`config.mk`:
```
export PLATFORM = sky130hd
export DESIGN_NAME = _srcenc
export DESIGN_NICKNAME = d
export VERILOG_FILES = /design/src/rtl/_srcenc.sv
export SDC_FILE = /design/constraint.sdc
export NUM_CORES = 1
export LEC_CHECK = 0
export ABC_AREA = 1
export CAP_MARGIN = 15
export CORE_ASPECT_RATIO = 0.7
export CORE_MARGIN = 2
export CORE_UTILIZATION = 47
export CTS_CLUSTER_DIAMETER = 120
export CTS_CLUSTER_SIZE = 14
export DETAILED_ROUTE_END_ITERATION = 10
export PLACE_DENSITY = 0.78
export SYNTH_ARGS = -nofsm -noshare
export SYNTH_HDL_FRONTEND = slang
export SYNTH_SLANG_ARGS = --single-unit
```
`constraint.sdc`:
```
create_clock -name sys_clk -period 2.1 [get_ports sys_clk]
set_input_delay 0.63 -clock sys_clk [delete_from_list [all_inputs] [get_ports sys_clk]]
set_output_delay 0.63 -clock sys_clk [all_outputs]
set_load 0.05 [all_outputs]
```
`src/rtl/_srcenc.sv`:
```
// ---------------------------------------------------------------------------
// _srcenc : immediate source-data encoder
//
// Takes a 32-bit constant and finds the (srcdat, srcop) immediate pair that the
// execute-unit source generator expands back to exactly that value. If no pair
// exists, the result is a miss. The block is a two-stage valid/ready pipeline:
// stage 1 evaluates every encodable form in parallel, and stage 2 resolves the
// winning form by fixed priority. Hit and miss statistics are kept in
// saturating counters.
//
// Ports
//   sys_clk, resetl      clock, asynchronous active-low reset
//   flush                synchronous pipeline flush (counters untouched)
//   in_valid/in_ready    request handshake
//   in_value             constant to encode
//   in_pc                program count sampled with the request (type 7)
//   in_tag               sideband tag carried with the request
//   out_valid/out_ready  result handshake
//   out_hit              encoding found
//   out_srcdat/srcop     encoding (0/0 on miss)
//   out_tag              tag of this result
//   hit_count/miss_count saturating delivery counters
//   cnt_clear            synchronous counter clear (wins over increment)
// ---------------------------------------------------------------------------
module _srcenc #(
  parameter int unsigned TAG_W  = 4,
  parameter int unsigned CNT_W  = 16,
  parameter int unsigned USE_PC = 1
) (
  input  logic             sys_clk,
  input  logic             resetl,
  input  logic             flush,
  input  logic             in_valid,
  output logic             in_ready,
  input  logic [31:0]      in_value,
  input  logic [31:0]      in_pc,
  input  logic [TAG_W-1:0] in_tag,
  output logic             out_valid,
  input  logic             out_ready,
  output logic             out_hit,
  output logic [3:0]       out_srcdat,
  output logic [4:0]       out_srcop,
  output logic [TAG_W-1:0] out_tag,
  output logic [CNT_W-1:0] hit_count,
  output logic [CNT_W-1:0] miss_count,
  input  logic             cnt_clear
);

  // Source type codes as understood by the generator.
  localparam logic [3:0] SRC_NONE    = 4'd0;
  localparam logic [3:0] SRC_SMALL   = 4'd1;
  localparam logic [3:0] SRC_QUAD    = 4'd2;
  localparam logic [3:0] SRC_NEG     = 4'd3;
  localparam logic [3:0] SRC_ZERO    = 4'd4;
  localparam logic [3:0] SRC_ONES    = 4'd6;
  localparam logic [3:0] SRC_PC      = 4'd7;
  localparam logic [3:0] SRC_CONST32 = 4'd8;
  localparam logic [3:0] SRC_BITSET  = 4'd9;
  localparam logic [3:0] SRC_BITCLR  = 4'd10;

  // Match flag positions.
  localparam int unsigned F_ZERO    = 0;
  localparam int unsigned F_ONES    = 1;
  localparam int unsigned F_SMALL   = 2;
  localparam int unsigned F_NEG     = 3;
  localparam int unsigned F_CONST32 = 4;
  localparam int unsigned F_QUAD    = 5;
  localparam int unsigned F_BITSET  = 6;
  localparam int unsigned F_BITCLR  = 7;
  localparam int unsigned F_PC      = 8;
  localparam int unsigned NFLAGS    = 9;

  // Position of the highest set bit; only meaningful for one-hot inputs.
  function automatic logic [4:0] bit_index(input logic [31:0] v);
    logic [4:0] idx;
    idx = 5'd0;
    for (int i = 0; i < 32; i++) begin
      if (v[i]) idx = 5'(i);
    end
    return idx;
  endfunction

  function automatic logic is_onehot(input logic [31:0] v);
    return (v != 32'd0) && ((v & (v - 32'd1)) == 32'd0);
  endfunction

  // -------------------------------------------------------------------------
  // Handshake / advance control
  // -------------------------------------------------------------------------
  logic             s1_valid_q, s1_valid_d;
  logic [6:0]       s1_lo_q;
  logic [TAG_W-1:0] s1_tag_q;
  logic [NFLAGS-1:0] s1_flags_q, s1_flags_d;
  logic [4:0]       s1_idx_set_q, s1_idx_clr_q;

  logic             out_valid_q, out_valid_d;
  logic             out_hit_q;
  logic [3:0]       out_srcdat_q;
  logic [4:0]       out_srcop_q;
  logic [TAG_W-1:0] out_tag_q;

  logic [CNT_W-1:0] hit_cnt_q, hit_cnt_d;
  logic [CNT_W-1:0] miss_cnt_q, miss_cnt_d;

  logic s2_adv, s1_adv, s1_load, s2_load, out_hs;

  assign s2_adv  = ~out_valid_q | out_ready;
  assign s1_adv  = ~s1_valid_q | s2_adv;
  // During a flush everything is discarded, so any offered request may be taken.
  assign in_ready = s1_adv | flush;
  assign s1_load = s1_adv & in_valid & ~flush;
  assign s2_load = s2_adv & s1_valid_q & ~flush;
  assign out_hs  = out_valid_q & out_ready;

  // -------------------------------------------------------------------------
  // Stage 1: evaluate all encodable forms in parallel
  // -------------------------------------------------------------------------
  always_comb begin
    s1_flags_d            = '0;
    s1_flags_d[F_ZERO]    = (in_value == 32'h0000_0000);
    s1_flags_d[F_ONES]    = (in_value == 32'hFFFF_FFFF);
    s1_flags_d[F_SMALL]   = (in_value <= 32'd31);
    s1_flags_d[F_NEG]     = &in_value[31:5];
    s1_flags_d[F_CONST32] = (in_value == 32'd32);
    s1_flags_d[F_QUAD]    = (in_value[1:0] == 2'b00) && (in_value >= 32'd4) &&
                            (in_value <= 32'd128);
    s1_flags_d[F_BITSET]  = is_onehot(in_value);
    s1_flags_d[F_BITCLR]  = is_onehot(~in_value);
    s1_flags_d[F_PC]      = (USE_PC != 0) && (in_value == in_pc);
  end

  always_comb begin
    s1_valid_d = s1_valid_q;
    if (flush)       s1_valid_d = 1'b0;
    else if (s1_adv) s1_valid_d = in_valid;
  end

  always_ff @(posedge sys_clk or negedge resetl) begin
    if (!resetl) begin
      s1_valid_q   <= 1'b0;
      s1_lo_q      <= '0;
      s1_tag_q     <= '0;
      s1_flags_q   <= '0;
      s1_idx_set_q <= '0;
      s1_idx_clr_q <= '0;
    end else begin
      s1_valid_q <= s1_valid_d;
      if (s1_load) begin
        s1_lo_q      <= in_value[6:0];
        s1_tag_q     <= in_tag;
        s1_flags_q   <= s1_flags_d;
        s1_idx_set_q <= bit_index(in_value);
        s1_idx_clr_q <= bit_index(~in_value);
      end
    end
  end

  // -------------------------------------------------------------------------
  // Stage 2: fixed-priority resolution, first match wins
  // -------------------------------------------------------------------------
  logic       enc_hit;
  logic [3:0] enc_srcdat;
  logic [4:0] enc_srcop;

  always_comb begin
    enc_hit    = 1'b1;
    enc_srcdat = SRC_NONE;
    enc_srcop  = 5'd0;
    if (s1_flags_q[F_ZERO]) begin
      enc_srcdat = SRC_ZERO;
    end else if (s1_flags_q[F_ONES]) begin
      enc_srcdat = SRC_ONES;
    end else if (s1_flags_q[F_SMALL]) begin
      enc_srcdat = SRC_SMALL;
      enc_srcop  = s1_lo_q[4:0];
    end else if (s1_flags_q[F_NEG]) begin
      enc_srcdat = SRC_NEG;
      enc_srcop  = s1_lo_q[4:0];
    end else if (s1_flags_q[F_CONST32]) begin
      // 32 is the wrapped encoding of the 1..32 range.
      enc_srcdat = SRC_CONST32;
    end else if (s1_flags_q[F_QUAD]) begin
      // Word multiples; 128 wraps to operand 0.
      enc_srcdat = SRC_QUAD;
      enc_srcop  = s1_lo_q[6:2];
    end else if (s1_flags_q[F_BITSET]) begin
      enc_srcdat = SRC_BITSET;
      enc_srcop  = s1_idx_set_q;
    end else if (s1_flags_q[F_BITCLR]) begin
      enc_srcdat = SRC_BITCLR;
      enc_srcop  = s1_idx_clr_q;
    end else if (s1_flags_q[F_PC]) begin
      enc_srcdat = SRC_PC;
    end else begin
      enc_hit = 1'b0;
    end
  end

  always_comb begin
    out_valid_d = out_valid_q;
    if (flush)       out_valid_d = 1'b0;
    else if (s2_adv) out_valid_d = s1_valid_q;
  end

  always_ff @(posedge sys_clk or negedge resetl) begin
    if (!resetl) begin
      out_valid_q  <= 1'b0;
      out_hit_q    <= 1'b0;
      out_srcdat_q <= '0;
      out_srcop_q  <= '0;
      out_tag_q    <= '0;
    end else begin
      out_valid_q <= out_valid_d;
      if (s2_load) begin
        out_hit_q    <= enc_hit;
        out_srcdat_q <= enc_srcdat;
        out_srcop_q  <= enc_srcop;
        out_tag_q    <= s1_tag_q;
      end
    end
  end

  // -------------------------------------------------------------------------
  // Saturating delivery counters; clear wins over a same-cycle increment
  // -------------------------------------------------------------------------
  always_comb begin
    hit_cnt_d  = hit_cnt_q;
    miss_cnt_d = miss_cnt_q;
    if (cnt_clear) begin
      hit_cnt_d  = '0;
      miss_cnt_d = '0;
    end else if (out_hs) begin
      if (out_hit_q) begin
        if (!(&hit_cnt_q)) hit_cnt_d = hit_cnt_q + CNT_W'(1);
      end else begin
        if (!(&miss_cnt_q)) miss_cnt_d = miss_cnt_q + CNT_W'(1);
      end
    end
  end

  always_ff @(posedge sys_clk or negedge resetl) begin
    if (!resetl) begin
      hit_cnt_q  <= '0;
      miss_cnt_q <= '0;
    end else begin
      hit_cnt_q  <= hit_cnt_d;
      miss_cnt_q <= miss_cnt_d;
    end
  end

  assign out_valid  = out_valid_q;
  assign out_hit    = out_hit_q;
  assign out_srcdat = out_srcdat_q;
  assign out_srcop  = out_srcop_q;
  assign out_tag    = out_tag_q;
  assign hit_count  = hit_cnt_q;
  assign miss_count = miss_cnt_q;

endmodule
```
==> parameters.txt <==
Parameter                              Value

Run status
  Outcome ... finished, violations left
  Violations in the final reports ... setup timing

Route
  Number of nets with antenna violations after routing ... 0
  Drt initial violations ... 1049
  Drt wl/cell ... between 20 and 25 um
  Number of optimization iterations in the first detailed-route pass ... 7
  Final wirelength ... 26700 um
  Overall via count from detail_route ... 7886
  Number of vias per cell ... between 5 and 6
  # DRC ... 0

Cells and area
  Area growth from synthesis to layout ... 75.0%
  Post-route non-filler standard cell count ... 1329
  Diode insertion count for antenna repair ... 0
  Total non-filler cell area in the finished layout ... 0.00955 mm^2
  Filler cells ... 597
  Final Net Count ... 1247
  Fraction of final layout cells with drive strength greater than 1 ... 0.428

Global routing
  Maximum number of pins on one net before global-route repair ... 47
  Number of antenna violations at the first check in global routing ... 0
  Overflow left after global routing ... 0
  First-pass GRT wire length ... 35600 um
  GRT Total Usage ... 0.366
  Via count of the first global-routing pass ... 6922

Placement
  Half-perimeter wire length after placement ... about 16000 um
  Placement Cell Area ... 0.00833 mm^2
  Routability cong. ... 1.05
  Port Buffer Count ... 121
  Cell count after placement ... 1270
  Minimum setup slack after placement ... -1.12 ns

Critical path
  Critical register-to-register path startpoint ... miss_count[1]$_DFFE_PN0P_
  CP Max Fanout ... 8
  Capture instance of the worst register-to-register path ... miss_count[15]$_DFFE_PN0P_
  Slack of the worst reg-to-reg path ... -0.26 ns
  Nature of the critical path startpoint ... input pin
  Crit path required time ... 2.37 ns
  Worst reg-to-reg path cell count ... 16
  Worst setup path class ... in -> reg
  Data arrival time of the critical path ... 3.01 ns
  Worst setup EP type ... register

Synth
  Synth Warn # ... 0
  Main synth FF type ... sky130_fd_sc_hd__dfrtp_1
  Cell types with the highest counts after synthesis ... 197 x sky130_fd_sc_hd__nand2_1, 122 x sky130_fd_sc_hd__inv_1, 105 x sky130_fd_sc_hd__nor2_1
  Portion of synthesized cell area occupied by the leading cell type ... 0.358
  Number of nets produced by synthesis ... 887
  Ys async rst share ... 1.00
  Post-synthesis register bit count ... 78
  Average cell area after synthesis ... ~6.7 um^2
  Portion of the post-synthesis area used by sequential elements ... 0.358
  Library cells used by synthesis ... 49
  Number of instances in the synthesized netlist ... between 800 and 900
  Number of flops mapped to enable cells by yosys ... 0
  Leading cell types by total area after synthesis ... sky130_fd_sc_hd__dfrtp_1 36%, sky130_fd_sc_hd__nand2_1 14%, sky130_fd_sc_hd__inv_1 8.4%
  Synth area leader ... sky130_fd_sc_hd__dfrtp_1
  Most frequent cell after synthesis ... sky130_fd_sc_hd__nand2_1
  Post-Syn Area ... 0.00546 mm^2

Die
  Std-Cell Rows ... 32
  Core Area ... 0.0112 mm^2
  Horiz. Die Dim ... 133 um
  Floorplan die height ... 94.1 um
  Starting density of the core ... 0.488
  DIE AREA ... between 0.01 and 0.015 mm^2
  Top-level I/O count ... 122

Clocking
  Clock tree from TritonCTS ... done
  Buffer levels on the longest clock path ... 2
  Number of clock buffers inserted by TritonCTS ... 9
  Post-CTS clock slew at the launch and capture registers of the worst setup and hold paths ... about 0.060 ns
  Clk Latency, worst-skew pair ... 0.35 ns
  Number of sinks handled by clock tree synthesis ... between 70 and 80
  Clock root cell ... sky130_fd_sc_hd__clkbuf_16
  Htree depth ... 3

Flow run
  # Max-Cap Violations ... 0

Timing
  Endpoints failing setup ... 15
  Final worst clock skew ... 0.0102 ns
  Share of the cycle needed by the critical path after routing ... 1.30
  Number of slew-limit violations in the final report ... 0
  Tightest Pin Transition ... about 0.77 ns
  Least setup slack across all paths after layout ... -0.633 ns
  Final number of hold-violating endpoints ... 0
  Minimum hold slack ... about 0.18 ns
  Unrepaired setup endpoints after global routing ... true
  FMAX ... 0.366 GHz
  Post-layout minimum cycle time ... 2.73 ns
  Slew HR ... 0.489

Pwr
  Maximum resistive drop on vdd ... 0.541 mV
  Total power density per cell area ... 479 mW/mm^2
  Total power after layout ... 0.00457 W
  Leakage power ... 4.55 nW

Worst hold path
  HP Class ... in -> async
## what timing repair did
item | in CTS | in global routing
pin swaps | 35 | 56
endpoints found under the setup margin | 26 | 39
gates resized for setup | 122 | 130
setup buffers | 26 | 27
hold buffers | 0 | 0
## placed cells by master (no fill, tap or decap), drive strengths merged, types with 2 or more instances in the layout
cell | Yosys | layout
o21bai | 2 | 2
nor3 | 21 | 21
clkinv | 0 | 3
clkdlybuf4s50 | 0 | 43
clkbuf | 20 | 11
ha | 2 | 2
nand3 | 28 | 28
a41oi | 3 | 3
o2111ai | 5 | 5
a32o | 2 | 2
dlymetal6s2s | 0 | 5
buf | 3 | 308
a311oi | 2 | 2
nand4 | 18 | 18
nand2 | 198 | 198
a221oi | 4 | 4
nor2 | 113 | 113
dlygate4sd2 | 0 | 15
o41ai | 3 | 3
o22ai | 4 | 4
dfrtp | 78 | 78
o211ai | 2 | 2
a21oi | 36 | 36
a31oi | 13 | 13
or2 | 8 | 8
xor2 | 2 | 2
o31ai | 5 | 5
inv | 129 | 130
xnor2 | 23 | 23
o21ai | 60 | 60
a211oi | 5 | 5
a22o | 3 | 3
nor4 | 11 | 11
## area by class of cell
cell class	count	area (um^2)	share of cell area
repair buffers	372	3090	0.323
multi-input cells	581	3500	0.367
flip-flops and latches	78	1970	0.206
clock inverters	6	68.8	0.00721
inverters	129	489	0.0513
well taps	153	191	0.0201
clock buffers	10	239	0.0250
## cells by family (layout without fill, tap and decap cells)
group           Yosys count  after routing  share of synthesized area
simple gates            399            399                      0.317
flops                    78             78                      0.358
buf+inv                 152            517                      0.106
compound gates          155            155                      0.174
xor+xnor                 25             25                     0.0401
fa+ha+maj                 2              2                    0.00459
## per-stage QoR
stage                util  setup TNS [ns]
global route        0.855           -4.79
floorplan               -           -1.13
global placement    0.745          -19.45
detailed placement  0.745          -21.42
CTS                 0.804           -1.76
finish              0.855           -2.59
## flip-flops by register name, indices dropped and copies added (netlist names)
signal	count
out_srcdat	4
miss_count	16
out_hit	1
s1_flags_q	9
out_valid	1
s1_valid_q	1
out_tag	4
s1_idx_clr_q	5
s1_idx_set_q	5
s1_tag_q	4
hit_count	16
out_srcop	5
s1_lo_q	7
## routing by layer
metal / GRT usage / routed length [um]
met1: 0.508 / 9780
met2: 0.561 / 11900
met3: 0.109 / 3700
met4: 0.0914 / 1290
met5: 0 / 0
## how the worst max path moves through the flow
stage                                          from                    endpoint  slack [ns]  cells past startpoint
after CTS                               in_value[5]   s1_flags_q[7]$_DFFE_PN0P_       -0.54                     16
final                                   in_value[5]   s1_flags_q[6]$_DFFE_PN0P_       -0.63                     17
after global placement                  in_value[2]   s1_flags_q[6]$_DFFE_PN0P_       -1.04                     12
after global routing                    in_value[4]   s1_flags_q[6]$_DFFE_PN0P_       -0.63                     17
after detailed placement                in_value[2]   s1_flags_q[6]$_DFFE_PN0P_       -1.12                     12
after floorplan           miss_count[0]$_DFFE_PN0P_  miss_count[15]$_DFFE_PN0P_       -0.30                     16
## critical path, stage by stage
cell and delay [ns]:
sky130_fd_sc_hd__buf_8 0.10, sky130_fd_sc_hd__buf_6 0.14, sky130_fd_sc_hd__nor2_4 0.13, sky130_fd_sc_hd__inv_2 0.07, sky130_fd_sc_hd__nor2_4 0.11, sky130_fd_sc_hd__inv_2 0.06, sky130_fd_sc_hd__nor2_4 0.14, sky130_fd_sc_hd__inv_2 0.07
sky130_fd_sc_hd__nor2_2 0.16, sky130_fd_sc_hd__inv_1 0.10, sky130_fd_sc_hd__nor2_2 0.16, sky130_fd_sc_hd__nand4_1 0.17, sky130_fd_sc_hd__o31ai_2 0.25, sky130_fd_sc_hd__o211ai_1 0.14, sky130_fd_sc_hd__nor4_2 0.30, sky130_fd_sc_hd__o2111ai_1 0.16
sky130_fd_sc_hd__o21ai_1 0.09
## power by group
part / switching (W) / total (W) / leakage [nW] / internal, W
clock network: 0.000677 / 0.00164 / 0.149 / 0.000960
logic: 0.000729 / 0.00126 / 3.41 / 0.000534
registers: 0.0000774 / 0.00167 / 0.990 / 0.00159
Note: power is estimated with default switching activity, not from simulation.
